### src/rtl/mandelbrot_raster_engine.sv
// Fixed-point Mandelbrot raster engine: iterates z = z^2 + c per pixel and streams escape counts.
// Define MANDEL_PERF_CNT_EN to add the perf_cycles output (ITER cycles per frame, saturating).
module mandelbrot_raster_engine #(
    parameter int BITWIDTH = 11,
    parameter int CTRWIDTH = 7,
    parameter int OUTWIDTH = 4,
    parameter int COLS     = 80,
    parameter int ROWS     = 60
) (
    input  logic                clk,
    input  logic                rst_n,
    input  logic                run,
    input  logic [CTRWIDTH-1:0] max_ctr,
    input  logic [1:0]          scaling,
    input  logic [BITWIDTH-1:0] cr_offset,
    input  logic [BITWIDTH-1:0] ci_offset,
    input  logic [1:0]          ctr_select,
    input  logic                pix_ready,
    output logic                pix_valid,
    output logic [OUTWIDTH-1:0] pix_data,
    output logic                pix_last,
    output logic                running,
    output logic                finished
`ifdef MANDEL_PERF_CNT_EN
    ,
    output logic [31:0]         perf_cycles
`endif
);

    localparam int FRAC  = BITWIDTH - 3;
    localparam int PW    = 2 * BITWIDTH + 1;
    localparam int COL_W = (COLS > 1) ? $clog2(COLS) : 1;
    localparam int ROW_W = (ROWS > 1) ? $clog2(ROWS) : 1;
    localparam logic signed [PW-1:0] ESC_LIM = PW'(1) << (2 * FRAC + 2);

    typedef enum logic [1:0] {IDLE, ITER, OUT, DONE} state_t;

    state_t                      state;
    logic [COL_W-1:0]            col;
    logic [ROW_W-1:0]            row;
    logic signed [BITWIDTH-1:0]  zr, zi;
    logic [CTRWIDTH-1:0]         n;
    logic [CTRWIDTH-1:0]         max_ctr_q;
    logic [1:0]                  scaling_q, ctr_select_q;
    logic [BITWIDTH-1:0]         cr_offset_q, ci_offset_q;

    logic signed [BITWIDTH-1:0]  cr, ci, zr_next, zi_next;
    logic signed [PW-1:0]        zr_w, zi_w, zr_sq, zi_sq, zr_zi, mag;
    logic                        escape, at_last_col, at_last_row;

    // 2*zr*zi>>>FRAC is taken as zr*zi>>>(FRAC-1); the doubled product always fits in PW bits.
    always_comb begin
        cr          = cr_offset_q + (BITWIDTH'(col) << scaling_q);
        ci          = ci_offset_q + (BITWIDTH'(row) << scaling_q);
        zr_w        = PW'(zr);
        zi_w        = PW'(zi);
        zr_sq       = zr_w * zr_w;
        zi_sq       = zi_w * zi_w;
        zr_zi       = zr_w * zi_w;
        mag         = zr_sq + zi_sq;
        escape      = (mag >= ESC_LIM);
        zr_next     = BITWIDTH'((zr_sq - zi_sq) >>> FRAC) + cr;
        zi_next     = BITWIDTH'(zr_zi >>> (FRAC - 1)) + ci;
        at_last_col = (col == COL_W'(COLS - 1));
        at_last_row = (row == ROW_W'(ROWS - 1));
    end

    always_ff @(posedge clk or negedge rst_n) begin
        if (!rst_n) begin
            state        <= IDLE;
            col          <= '0;
            row          <= '0;
            zr           <= '0;
            zi           <= '0;
            n            <= '0;
            max_ctr_q    <= '0;
            scaling_q    <= '0;
            ctr_select_q <= '0;
            cr_offset_q  <= '0;
            ci_offset_q  <= '0;
            pix_valid    <= 1'b0;
            pix_data     <= '0;
            pix_last     <= 1'b0;
            running      <= 1'b0;
            finished     <= 1'b0;
`ifdef MANDEL_PERF_CNT_EN
            perf_cycles  <= '0;
`endif
        end else begin
            case (state)
                IDLE: begin
                    if (run) begin
                        max_ctr_q    <= max_ctr;
                        scaling_q    <= scaling;
                        ctr_select_q <= ctr_select;
                        cr_offset_q  <= cr_offset;
                        ci_offset_q  <= ci_offset;
                        col          <= '0;
                        row          <= '0;
                        zr           <= '0;
                        zi           <= '0;
                        n            <= '0;
                        running      <= 1'b1;
                        finished     <= 1'b0;
                        state        <= ITER;
`ifdef MANDEL_PERF_CNT_EN
                        perf_cycles  <= '0;
`endif
                    end
                end
                ITER: begin
`ifdef MANDEL_PERF_CNT_EN
                    if (perf_cycles != '1) perf_cycles <= perf_cycles + 32'd1;
`endif
                    if (!run) begin
                        running <= 1'b0;
                        state   <= IDLE;
                    end else if (escape || (n == max_ctr_q)) begin
                        pix_valid <= 1'b1;
                        pix_data  <= escape ? OUTWIDTH'(n >> ctr_select_q) : '0;
                        pix_last  <= at_last_col && at_last_row;
                        state     <= OUT;
                    end else begin
                        zr <= zr_next;
                        zi <= zi_next;
                        n  <= n + CTRWIDTH'(1);
                    end
                end
                OUT: begin
                    if (pix_ready) begin
                        pix_valid <= 1'b0;
                        pix_data  <= '0;
                        pix_last  <= 1'b0;
                        zr        <= '0;
                        zi        <= '0;
                        n         <= '0;
                        if (at_last_col) begin
                            col <= '0;
                            row <= at_last_row ? '0 : row + ROW_W'(1);
                        end else begin
                            col <= col + COL_W'(1);
                        end
                        if (pix_last) begin
                            running  <= 1'b0;
                            finished <= 1'b1;
                            state    <= DONE;
                        end else if (!run) begin
                            running <= 1'b0;
                            state   <= IDLE;
                        end else begin
                            state <= ITER;
                        end
                    end
                end
                DONE: begin
                    if (!run) begin
                        finished <= 1'b0;
                        state    <= IDLE;
                    end
                end
                default: state <= IDLE;
            endcase
        end
    end

endmodule

### config.mk
export PLATFORM = sky130hd
export DESIGN_NAME = mandelbrot_raster_engine
export DESIGN_NICKNAME = d
export VERILOG_FILES = /design/src/rtl/mandelbrot_raster_engine.sv
export SDC_FILE = /design/constraint.sdc
export NUM_CORES = 1
export LEC_CHECK = 0
export CAP_MARGIN = 25
export CORE_MARGIN = 5
export CORE_UTILIZATION = 60
export DETAILED_ROUTE_END_ITERATION = 7
export PLACE_DENSITY = 0.81
export SLEW_MARGIN = 40
export SYNTH_ARGS = -nofsm -noshare
export SYNTH_HDL_FRONTEND = slang
export SYNTH_SLANG_ARGS = --single-unit
### constraint.sdc
create_clock -name clk -period 15.55 [get_ports clk]
set_clock_uncertainty 0.1 [all_clocks]
set_input_delay 4.665 -clock clk [delete_from_list [all_inputs] [get_ports clk]]
set_output_delay 4.665 -clock clk [all_outputs]
set_load 0.02 [all_outputs]
# == Word-level counts from Yosys, hierarchy flattened ==
# Index checks and enable logic that the tools add are counted.
# word_totals
ff_bits,85
out_inout_bits,8
wordCells,113
# op_classes
addsub,9
n_mul,3
magnitude_cmp,1
eq_ne,15
n_shift,3
muxes,51
n_reduce_logical,15
# op_table
cell,count
$mux 11,6
$pmux 11 s3,2
$add 11x11->11,4
$mul 11x11->22,2
$mux 7,6
$mux 6,4
$add 22x22->23,1
$ge 23x20->1 const B,1
$pmux 7 s3,1
$sub 19x19->19,1
$mul 11x11->18,1
$mux 4,4
$ne 2x2->1 const B,8
$add 7x1->7 const B,2
$mux 1,14
$pmux 7 s2,1
$mux 2,6
$pmux 6 s2,1
$reduce_and 4->1,3
$shl 6x2->11,1
$shl 7x2->11,1
$reduce_and 5->1,2
$pmux 2 s4,1
$pmux 4 s2,1
17 further kinds,23

# == Logic depth before layout (Yosys ltp) ==
# Gate-level depths: netlist (run 1).
# depth
depth_word,7
depth_mapped,40
ltp_nobuf,38

# == Worst setup path before layout (run 1) ==
# Ideal clock, no wire load.
# synth_timing
path_kind,flip-flop to flip-flop
start,register zi[6]
end,register zr[10]
arrival_time_ps,7956
required_ps,15328
slack_ps,7373
stages_incl_launch_ff,36
synth_period_minus_slack_ps,8177
path_cell_list,dfrtp_1 -> clkbuf_1 -> clkbuf_1 -> nand2_1 -> fa_1 -> inv_1 -> fa_1 -> inv_1 -> fa_1 -> inv_1 -> fa_1 -> fa_1 -> ha_1 -> or3_1 -> o21ai_0 -> nand2b_1 -> xnor2_1 -> ha_1 -> buf_2 -> nor2_1 -> a21oi_1 -> nor2b_1 -> o21ba_2 -> o21ai_0 -> xnor2_1 -> fa_1 -> inv_1 -> ha_1 -> or3_1 -> o211a_1 -> o21ai_0 -> a21oi_1 -> a31oi_1 -> and3_1 -> mux2i_1 -> a32o_1
# synth_via
elab_chain_cells,6
elab_cells_between_ends,11
cone_classes,add/sub: 3; mul: 1; order compare: 1; eq/ne: 1; mux: 3; reduce/logical: 2
# synth_rtl
item,line_no,text
from (decl),41,"logic signed [BITWIDTH-1:0] zr, zi;"
from (signal assigned),125,zi <= zi_next;
$mul 11x11->22 *,58,zi_sq = zi_w * zi_w;
$add 22x22->23 / $sub 19x19->19 (equally long branches),"60, 62",
$ge 23x20->1 / $add 11x11->11 (equally long branches),"61, 62",
$logic_or 1x1->1 / $mux 11 (equally long branches),118,end else if (escape || (n == max_ctr_q)) begin
$ne 2x2->1 (no source line) / $mux 11 (equally long branches),--,
$reduce_and 5->1 (no source line) / $pmux 11 s3 (equally long branches),--,
to (signal assigned),124,zr <= zr_next;
to (decl),41,
# Every way passes the cells marked *; elsewhere a longest branch is shown, timed or not. The select of a mux whose other input is x is not followed.
# A chain may end at the register's enable or synchronous reset.

# == Worst setup path after layout (run 1) ==
# layout_timing
start,register zr[5]
end,register zr[10]
# layout_via
elab_chain_cells,6
elab_cells_between_ends,11
cone_classes,add/sub: 3; mul: 1; order compare: 1; eq/ne: 1; mux: 3; reduce/logical: 2
# layout_rtl
item,line_no,text
$mul 11x11->22 *,57,zr_sq = zr_w * zr_w;
$add 22x22->23 / $sub 19x19->19 (equally long branches),"60, 62",
$ge 23x20->1 / $add 11x11->11 (equally long branches),"61, 62",
$logic_or 1x1->1 / $mux 11 (equally long branches),118,
$ne 2x2->1 (no source line) / $mux 11 (equally long branches),--,
$reduce_and 5->1 (no source line) / $pmux 11 s3 (equally long branches),--,
# Marks and branches as above.

==> results of run 1 <==
[cell type report]
class | instances | area [um^2]
tap | 396 | 495
sequential | 85 | 2130
fill | 2420 | 10900
timing repair buffer | 61 | 576
multi-input combinational | 1414 | 14300
inverter | 450 | 1690
clock inverter | 7 | 63.8
clock buffer | 9 | 225
[report_power, final]
| part | leakage (nW) | internal [W] | switching, W |
|---|---|---|---|
| registers | 1.09 | 0.000297 | 0.000117 |
| clock network | 0.142 | 0.000113 | 0.000101 |
| logic | 8.93 | 0.00146 | 0.00216 |
[kinds of logic (layout without fill, tap and decap cells)]
| family | Yosys count | after routing | share of synthesized area, % |
|---|---|---|---|
| buffers and inverters | 524 | 527 | 10.7 |
| xor gates and xnor gates | 122 | 122 | 5.80 |
| AOI/OAI and AO/OA | 247 | 247 | 8.90 |
| muxes | 58 | 58 | 3.51 |
| adders and majority gates | 509 | 509 | 47.3 |
| and+or+nand+nor | 478 | 478 | 12.2 |
| DFF | 85 | 85 | 11.5 |
[synth_stat cells, types with 3 or more instances]
master,n
a31oi_1,12
ha_1,196
a21o_1,14
o31ai_1,7
a211o_1,3
and2_1,64
dfrtp_1,85
or3_1,10
mux2_2,43
o21ai_1,6
nand2b_1,13
o2bb2ai_1,5
o21ai_0,48
nand2_1,183
a22o_1,21
o21bai_1,9
nand3_1,28
clkinv_1,3
nand4_1,7
o22ai_1,3
inv_1,445
fa_1,313
nor2_1,98
a211oi_1,5
clkbuf_1,59
a32o_1,4
xnor2_1,92
nor3_1,17
nor4_1,3
o311ai_0,5
mux2i_1,14
a21oi_1,69
buf_2,7
buf_1,7
xor2_1,30
o211ai_1,8
and3_1,11
nor2b_1,26
o21a_1,9
or2_2,10
[worst min path at each step]
| stage | to | slack, ps | depth (start not counted) |
|---|---|---|---|
| after floorplan | ci_offset_q[3] | 380 | 1 |
| after global placement | finished | 380 | 2 |
| after detailed placement | pix_data[3] | 380 | 1 |
| after CTS | pix_data[3] | 400 | 1 |
| after global routing | pix_data[3] | 410 | 1 |
| final | pix_data[3] | 390 | 1 |
[per-layer routing]
| layer | track usage [%] | up-vias | part of all wire, % |
|---|---|---|---|
| li1 | - | 6298 | - |
| met1 | 33.1 | 6805 | 39 |
| met2 | 44.0 | 533 | 49 |
| met3 | 5.16 | 104 | 7.8 |
| met4 | 10.1 | 0 | 4.6 |
| met5 | 0 | - | 0 |
[registers in the layout, indices dropped and copies added (netlist names), 2 cells and up]
register / flops
ci_offset_q: 11
col: 7
cr_offset_q: 11
ctr_select_q: 2
max_ctr_q: 7
n: 7
pix_data: 4
row: 6
scaling_q: 2
state: 2
zi: 11
zr: 11
[worst max-delay path: cells and delay by family (launching register included)]
kind	cells	cell delay, ps
simple gates	6	1620
compound gates	9	1830
mux	1	70
flops	1	860
xor+xnor	2	380
buf+inv	4	790
fa+ha+maj	9	3600
[metrics by stage]
step	util [%]	std cells	instance area, um^2	hold WS [ps]
6_report	64.1	2422	19500	391
5_1_grt	64.1	2422	19500	414
4_1_cts	64.1	2422	19500	400
3_5_place_dp	63.1	2406	19200	380
3_3_place_gp	63.1	2405	19200	380
2_1_floorplan	-	2023	18400	379
==> impl_metrics.py, run 1 <==
metrics = {
    "timing": {
        "setup_violations": 0,
        "hold_viol_final": 0,
        "post-route-period-util_pct": 60.4,
        "tightest_slew_ps": 815,
        "fin_crit_ps": 9400,
        "fin_ws_ps": 6150,
        "slew_violations": 0,
        "setup-tns-final_ps": 0,
        "rsz0062_at_grt": "no",
        "fmax_ghz": 0.106,
        "slew_headroom_pct": 45.7,
    },
    "global_routing": {
        "antenna_found_initial": 0,
        "grt-ovfl-total": 0,
        "grt_pass1_vias": 14800,
        "grtUsageTotal_pct": 26.0,
        "grt_pass1_wl_um": 71500,
        "grt_start_max_net_pins": 80,
    },
    "synth": {
        "syn_area_mm2": 0.0184,
        "synth_edf_count": 0,
        "syn-num-nets": 2569,
        "netlist.area_leader.share_pct": 34.0,
        "synth_warnings": 0,
        "synth_area_leaders": "fa_1, ha_1, dfrtp_1, inv_1, xnor2_1",
        "synth_seq_cells": 85,
        "ys_seq_area_share_pct": 11.5,
        "synthDistinctLibCells": 63,
        "synth_area_per_cell_um2": 9.11,
        "ys.flop_type": "dfrtp_1",
        "ys_async_sr_fraction_pct": 100,
        "synth_top_cell_by_area": "fa_1",
        "syn_inst": 2023,
    },
    "worst_setup_path": {
        "arrival_ps": 9540,
        "cp_slowest_cell": "dfrtp_1",
        "crit_type": "reg -> reg",
        "r2r_slack_ps": 6150,
        "startpoint_type": "register",
        "path_max_fanout": 16,
        "cp-endpoint": "zr[10]",
        "cp_slowest_stage_delay_ps": 860,
        "startpoint": "zr[5]",
        "timing.rr.end": "zr[10]",
        "end_kind": "register",
        "cp_common_cell": "fa_1",
        "ff2ff_path_depth": 31,
        "critical_path_required_ps": 15690,
        "rr_startpoint": "zr[5]",
    },
    "route": {
        "drt-pass1-iter-count": 6,
        "ant_nets": 0,
        "vias_per_cell": 5.67,
        "drt_first_iter_violations": 787,
        "routed_wl_um": 42400,
        "wl_per_cell_um": 17.5,
        "drc": 0,
        "dr_total_vias": 13700,
    },
    "clock_network": {
        "post-cts-setup-buffers": 0,
        "cts_hold_buf": 0,
        "clock_latency_ps": 350,
        "clkSinkCount": 85,
        "path_clk_slew_ps": 70,
        "cts_buffer_depth": 2,
        "cts_made_buffers": 9,
        "htreeDepth": 3,
        "tritoncts": "done",
        "cts_resized": 0,
        "cts_root_buf": "clkbuf_16",
    },
    "worst_hold_path": {
        "hp-class": "reg -> reg",
        "worstHoldStart": "pix_data[3]",
    },
    "final_layout": {
        "area_delta_synth_final_pct": 5.90,
        "diodes": 0,
        "layout_commonest_cell": "inv_1",
        "final_cell_mix": "inv_1, fa_1, ha_1",
        "drive_above_1_share_pct": 4.99,
        "fin_nets": 2567,
    },
    "floorplanning": {
        "initial_core_util_pct": 60.5,
        "io_pins": 45,
        "die-area_mm2": 0.0343,
        "die_h_um": 185,
        "core_mm2": 0.0304,
        "rows": 64,
        "die-width_um": 185,
    },
    "power_and_ir_drop": {
        "power_w": 0.00424,
        "power.density_mw_per_mm2": 218,
        "p_leak_nw": 10.2,
        "irDropWorstVdd_mv": 0.350,
    },
    "placed_design": {
        "dp_slack_ps": 6380,
        "dp_hpwl_um": 34900,
        "gp_congestion": 0.973,
        "portBuffers": 44,
    },
    "outcome": {
        "status": "finished clean",
    },
    "run": {
        "drv_cap": 0,
    },
}
(Power assumes the default switching activity.)
==> inputs of run 2 (changes only) <==
--- a/config.mk
+++ b/config.mk
@@ -7,9 +7,9 @@
 export LEC_CHECK = 0
 export CAP_MARGIN = 25
 export CORE_MARGIN = 5
-export CORE_UTILIZATION = 60
+export CORE_UTILIZATION = 59
 export DETAILED_ROUTE_END_ITERATION = 7
-export PLACE_DENSITY = 0.81
+export PLACE_DENSITY = 0.83
 export SLEW_MARGIN = 40
 export SYNTH_ARGS = -nofsm -noshare
 export SYNTH_HDL_FRONTEND = slang
==> constraint.sdc (replaced) <==
create_clock -name clk -period 8.2 [get_ports clk]
set_clock_uncertainty 0.1 [all_clocks]
set_input_delay 2.46 -clock clk [delete_from_list [all_inputs] [get_ports clk]]
set_output_delay 2.46 -clock clk [all_outputs]
set_load 0.02 [all_outputs]
==> impl_metrics.py, run 2 (synthesized netlist as in run 1, its figures left out) <==
metrics = {
    "outcome": {
        "status": "finished clean",
    },
    "worst_hold_path": {
        "hold_depth": 2,
        "worstHoldStart": "finished",
        "hp-class": "reg -> reg",
        "holdPathEnd": "finished",
    },
    "global_routing": {
        "use_met1_pct": 32.6,
        "antenna_found_initial": 0,
        "grtUsageTotal_pct": 25.2,
        "grt_pass1_wl_um": 71900,
        "grt_pass1_vias": 14900,
        "busiest_layer": "met2",
        "grt_start_max_net_pins": 86,
        "use_met2_pct": 42.3,
        "grtUsageMet3_pct": 4.35,
        "grt-ovfl-total": 0,
    },
    "final_layout": {
        "final_cell_mix": "inv_1, fa_1, ha_1",
        "diodes": 0,
        "fillerInstances": 2363,
        "design_area_mm2": 0.0203,
        "area_delta_synth_final_pct": 10.4,
        "fin_nets": 2632,
        "layout_commonest_cell": "inv_1",
        "drive_above_1_share_pct": 10.8,
    },
    "route": {
        "drt-pass1-iter-count": 6,
        "drt_first_iter_violations": 917,
        "ant_nets": 0,
        "vias_per_cell": 5.70,
        "drc": 0,
        "routed_wl_um": 44800,
        "dr_total_vias": 14200,
        "wl_per_cell_um": 18.0,
    },
    "clock_network": {
        "tritoncts": "done",
        "cts_root_buf": "clkbuf_16",
        "clkSinkCount": 85,
        "cts_made_buffers": 9,
        "htreeDepth": 3,
        "cts_buffer_depth": 2,
        "clock_latency_ps": 360,
        "path_clk_slew_ps": 80,
    },
    "worst_setup_path": {
        "r2r_slack_ps": 100,
        "critical_path_required_ps": 8340,
        "cp_slowest_stage_delay_ps": 550,
        "startpoint_type": "register",
        "arrival_ps": 8240,
        "path_max_fanout": 23,
        "ff2ff_path_depth": 32,
        "cp_slowest_cell": "fa_1",
        "rr_startpoint": "zr[5]",
        "timing.rr.end": "zr[2]",
        "cp_common_cell": "fa_1",
        "end_kind": "register",
        "crit_type": "reg -> reg",
    },
    "floorplanning": {
        "io_pins": 45,
        "die-width_um": 187,
        "rows": 64,
        "die_h_um": 187,
        "core_mm2": 0.0307,
        "die-area_mm2": 0.0349,
        "initial_core_util_pct": 59.9,
    },
    "timing": {
        "slew_violations": 0,
        "fin_crit_ps": 8100,
        "slew_headroom_pct": 50.2,
        "post-route-period-util_pct": 98.8,
        "fmax_ghz": 0.123,
        "hold_viol_final": 0,
        "tightest_slew_ps": 746,
        "setup_violations": 0,
    },
    "placed_design": {
        "gp_congestion": 0.934,
        "dp_hpwl_um": 36400,
        "portBuffers": 44,
        "postPlaceCellArea_mm2": 0.0196,
    },
    "run": {
        "drv_cap": 0,
    },
}
## run 2: layer usage
metal,vias to the layer above,routed length [um]
li1,6422,-
met4,0,2150
met1,7056,17200
met3,119,3480
met2,574,22000
met5,-,0
## run 2: critical path: cells and delay by family (launching register included)
kind,cells,cell delay (ps)
fa+ha+maj,7,3160
compound gates,11,2560
buf+inv,7,910
simple gates,6,660
flops,1,390
xor+xnor,1,180
## run 2: worst max path at each step
stage              to  start  cells after the start  slack [ps]
2_1_floorplan  zr[10]  zi[6]                     35          20
3_3_place_gp   zr[10]  zi[1]                     34         190
3_5_place_dp   zr[10]  zi[1]                     34        -150
4_1_cts        zr[10]  zi[3]                     35          10
5_1_grt          n[6]  zr[7]                     29        -130
6_report        zr[2]  zr[5]                     32         100
## run 2: layout make-up
| cell class | instances | area [um^2] | area share (%) |
|---|---|---|---|
| clock buffers | 9 | 225 | 1.11 |
| clock inverters | 7 | 81.3 | 0.400 |
| multi-input cells | 1414 | 14600 | 71.9 |
| well taps | 396 | 495 | 2.44 |
| repair buffers | 126 | 1100 | 5.41 |
| inverters | 450 | 1690 | 8.30 |
| flip-flops and latches | 85 | 2140 | 10.5 |
## run 2: what timing repair did
item                       4_1_cts  5_1_grt
gates resized for setup          9       67
setup endpoints to repair        3       37
pin swaps                        1       21
setup buffers                    2       15
hold buffers                     0        0
hold endpoints to repair         0        0
## run 2: metrics by stage
step	setup TNS, ps	setup slack [ps]	util, %	instances	hold slack (ps)
3_5_place_dp	-152	-152	63.7	2454	377
6_report	0	98.6	66.2	2487	401
3_3_place_gp	0	186	63.7	2454	383
5_1_grt	-2620	-134	66.2	2487	425
2_1_floorplan	0	22.5	-	2023	379
4_1_cts	0	11.1	64.9	2472	408
Power of run 2 is not shown: default switching activity piles up to over one toggle a cycle in this logic, so the estimate is an artifact.
==> inputs of run 3 (changes only) <==
--- a/config.mk
+++ b/config.mk
@@ -7,9 +7,9 @@
 export LEC_CHECK = 0
 export CAP_MARGIN = 25
 export CORE_MARGIN = 5
-export CORE_UTILIZATION = 59
+export CORE_UTILIZATION = 45
 export DETAILED_ROUTE_END_ITERATION = 7
-export PLACE_DENSITY = 0.83
+export PLACE_DENSITY = 0.66
 export SLEW_MARGIN = 40
 export SYNTH_ARGS = -nofsm -noshare
 export SYNTH_HDL_FRONTEND = slang
==> impl_metrics.py, run 3 (synthesized netlist as in run 1, its figures left out) <==
metrics = {
    "clock_network": {
        "clkSinkCount": 85,
        "clock_latency_ps": 360,
        "htreeDepth": 3,
        "path_clk_slew_ps": 70,
        "cts_buffer_depth": 2,
        "tritoncts": "done",
        "cts_made_buffers": 9,
        "cts_root_buf": "clkbuf_16",
    },
    "placed_design": {
        "gp_congestion": 0.936,
        "dp_hpwl_um": 38400,
        "portBuffers": 44,
        "place_inst": 2641,
    },
    "outcome": {
        "status": "finished clean",
    },
    "route": {
        "ant_nets": 0,
        "routed_wl_um": 45100,
        "wl_per_cell_um": 16.9,
        "drt-pass1-iter-count": 6,
        "drc": 0,
        "drt_first_iter_violations": 893,
        "dr_total_vias": 13900,
        "vias_per_cell": 5.20,
    },
    "worst_setup_path": {
        "r2r_slack_ps": 160,
        "path_max_fanout": 6,
        "critical_path_required_ps": 8350,
        "end_kind": "register",
        "cp_slowest_cell": "fa_1",
        "arrival_ps": 8190,
        "cp_slowest_stage_delay_ps": 570,
        "cp_common_cell": "fa_1",
        "startpoint_type": "register",
        "crit_type": "reg -> reg",
    },
    "floorplanning": {
        "die-width_um": 212,
        "initial_core_util_pct": 45.3,
        "rows": 74,
        "io_pins": 45,
        "die-area_mm2": 0.0451,
        "core_mm2": 0.0406,
        "die_h_um": 212,
    },
    "run": {
        "drv_cap": 0,
    },
    "final_layout": {
        "layout_commonest_cell": "inv_1",
        "area_delta_synth_final_pct": 12.8,
        "fillerInstances": 3656,
        "fin_nets": 2674,
        "instances_no_fill": 2664,
        "drive_above_1_share_pct": 12.2,
        "final_cell_mix": "inv_1, fa_1, ha_1",
        "diodes": 0,
    },
    "global_routing": {
        "grt-ovfl-total": 0,
        "antenna_found_initial": 0,
        "grt_pass1_wl_um": 75400,
        "grt_pass1_vias": 14600,
        "grtUsageTotal_pct": 20.9,
        "grt_start_max_net_pins": 67,
    },
    "timing": {
        "slew_headroom_pct": 48.0,
        "post-route-period-util_pct": 98.0,
        "hold_viol_final": 0,
        "setup_violations": 0,
        "rsz0062_at_grt": "yes",
        "tightest_slew_ps": 779,
        "fin_crit_ps": 8040,
        "fmax_ghz": 0.124,
        "slew_violations": 0,
    },
    "worst_hold_path": {
        "hp-class": "reg -> reg",
    },
}
==> run 3: what timing repair did <==
action	4_1_cts	5_1_grt
gates cloned	0	0
pin swaps	0	15
hold buffers	0	0
gates resized for setup	5	61
setup buffers	0	8
endpoints found under the setup margin	1	33
==> run 3: final timing paths <==
path / startpoint / to / cells after the start
worst max-delay path: zi[4] / zr[10] / 33
worst min-delay path: finished / finished / 2
worst max register to register: zi[4] / zr[10] / 33
worst min register to register: finished / finished / 2
max in group asynchronous: rst_n / zi[8] / 2
min in group asynchronous: rst_n / cr_offset_q[8] / 1
==> run 3: cell type report <==
class	instances	area (um^2)	share of cell area (%)
multi-input cells	1414	14600	70.1
clock inverters	4	56.3	0.271
well taps	532	666	3.20
clock buffers	11	253	1.22
repair buffers	168	1400	6.75
inverters	450	1690	8.15
flip-flops and latches	85	2140	10.3
==> run 3: through the flow <==
step / hold slack [ps] / setup TNS, ps / worst slack, ps / cell area [um^2] / util, %
after CTS: 396 / 0 / 11.9 / 20500 / 50.3
final: 390 / 0 / 163 / 20800 / 51.1
after global placement: 372 / 0 / 173 / 20100 / 49.5
after global routing: 425 / -248 / -245 / 20800 / 51.1
after floorplan: 379 / 0 / 22.5 / 18400 / -
after detailed placement: 377 / -41.8 / -41.8 / 20100 / 49.6
==> run 3: worst max-delay path: cells and delay by family, from the launching register on <==
| kind | cells | cell delay [ps] |
|---|---|---|
| AO/OA/AOI/OAI | 9 | 1500 |
| AND/OR/NAND/NOR | 7 | 1500 |
| XOR/XNOR | 2 | 260 |
| multiplexers | 1 | 80 |
| adder cells (fa/ha/maj) | 9 | 3660 |
| flip-flops | 1 | 470 |
| buffers and inverters | 5 | 360 |
==> run 3: per-layer routing <==
metal / vias to the layer above / track usage [%] / share of wire (%)
li1: 6494 / - / -
met5: - / 0 / 0
met3: 67 / 1.98 / 4.2
met1: 6970 / 28.8 / 44
met2: 320 / 35.7 / 49
met4: 0 / 5.34 / 2.7
Power of run 3 is left out for the same reason.
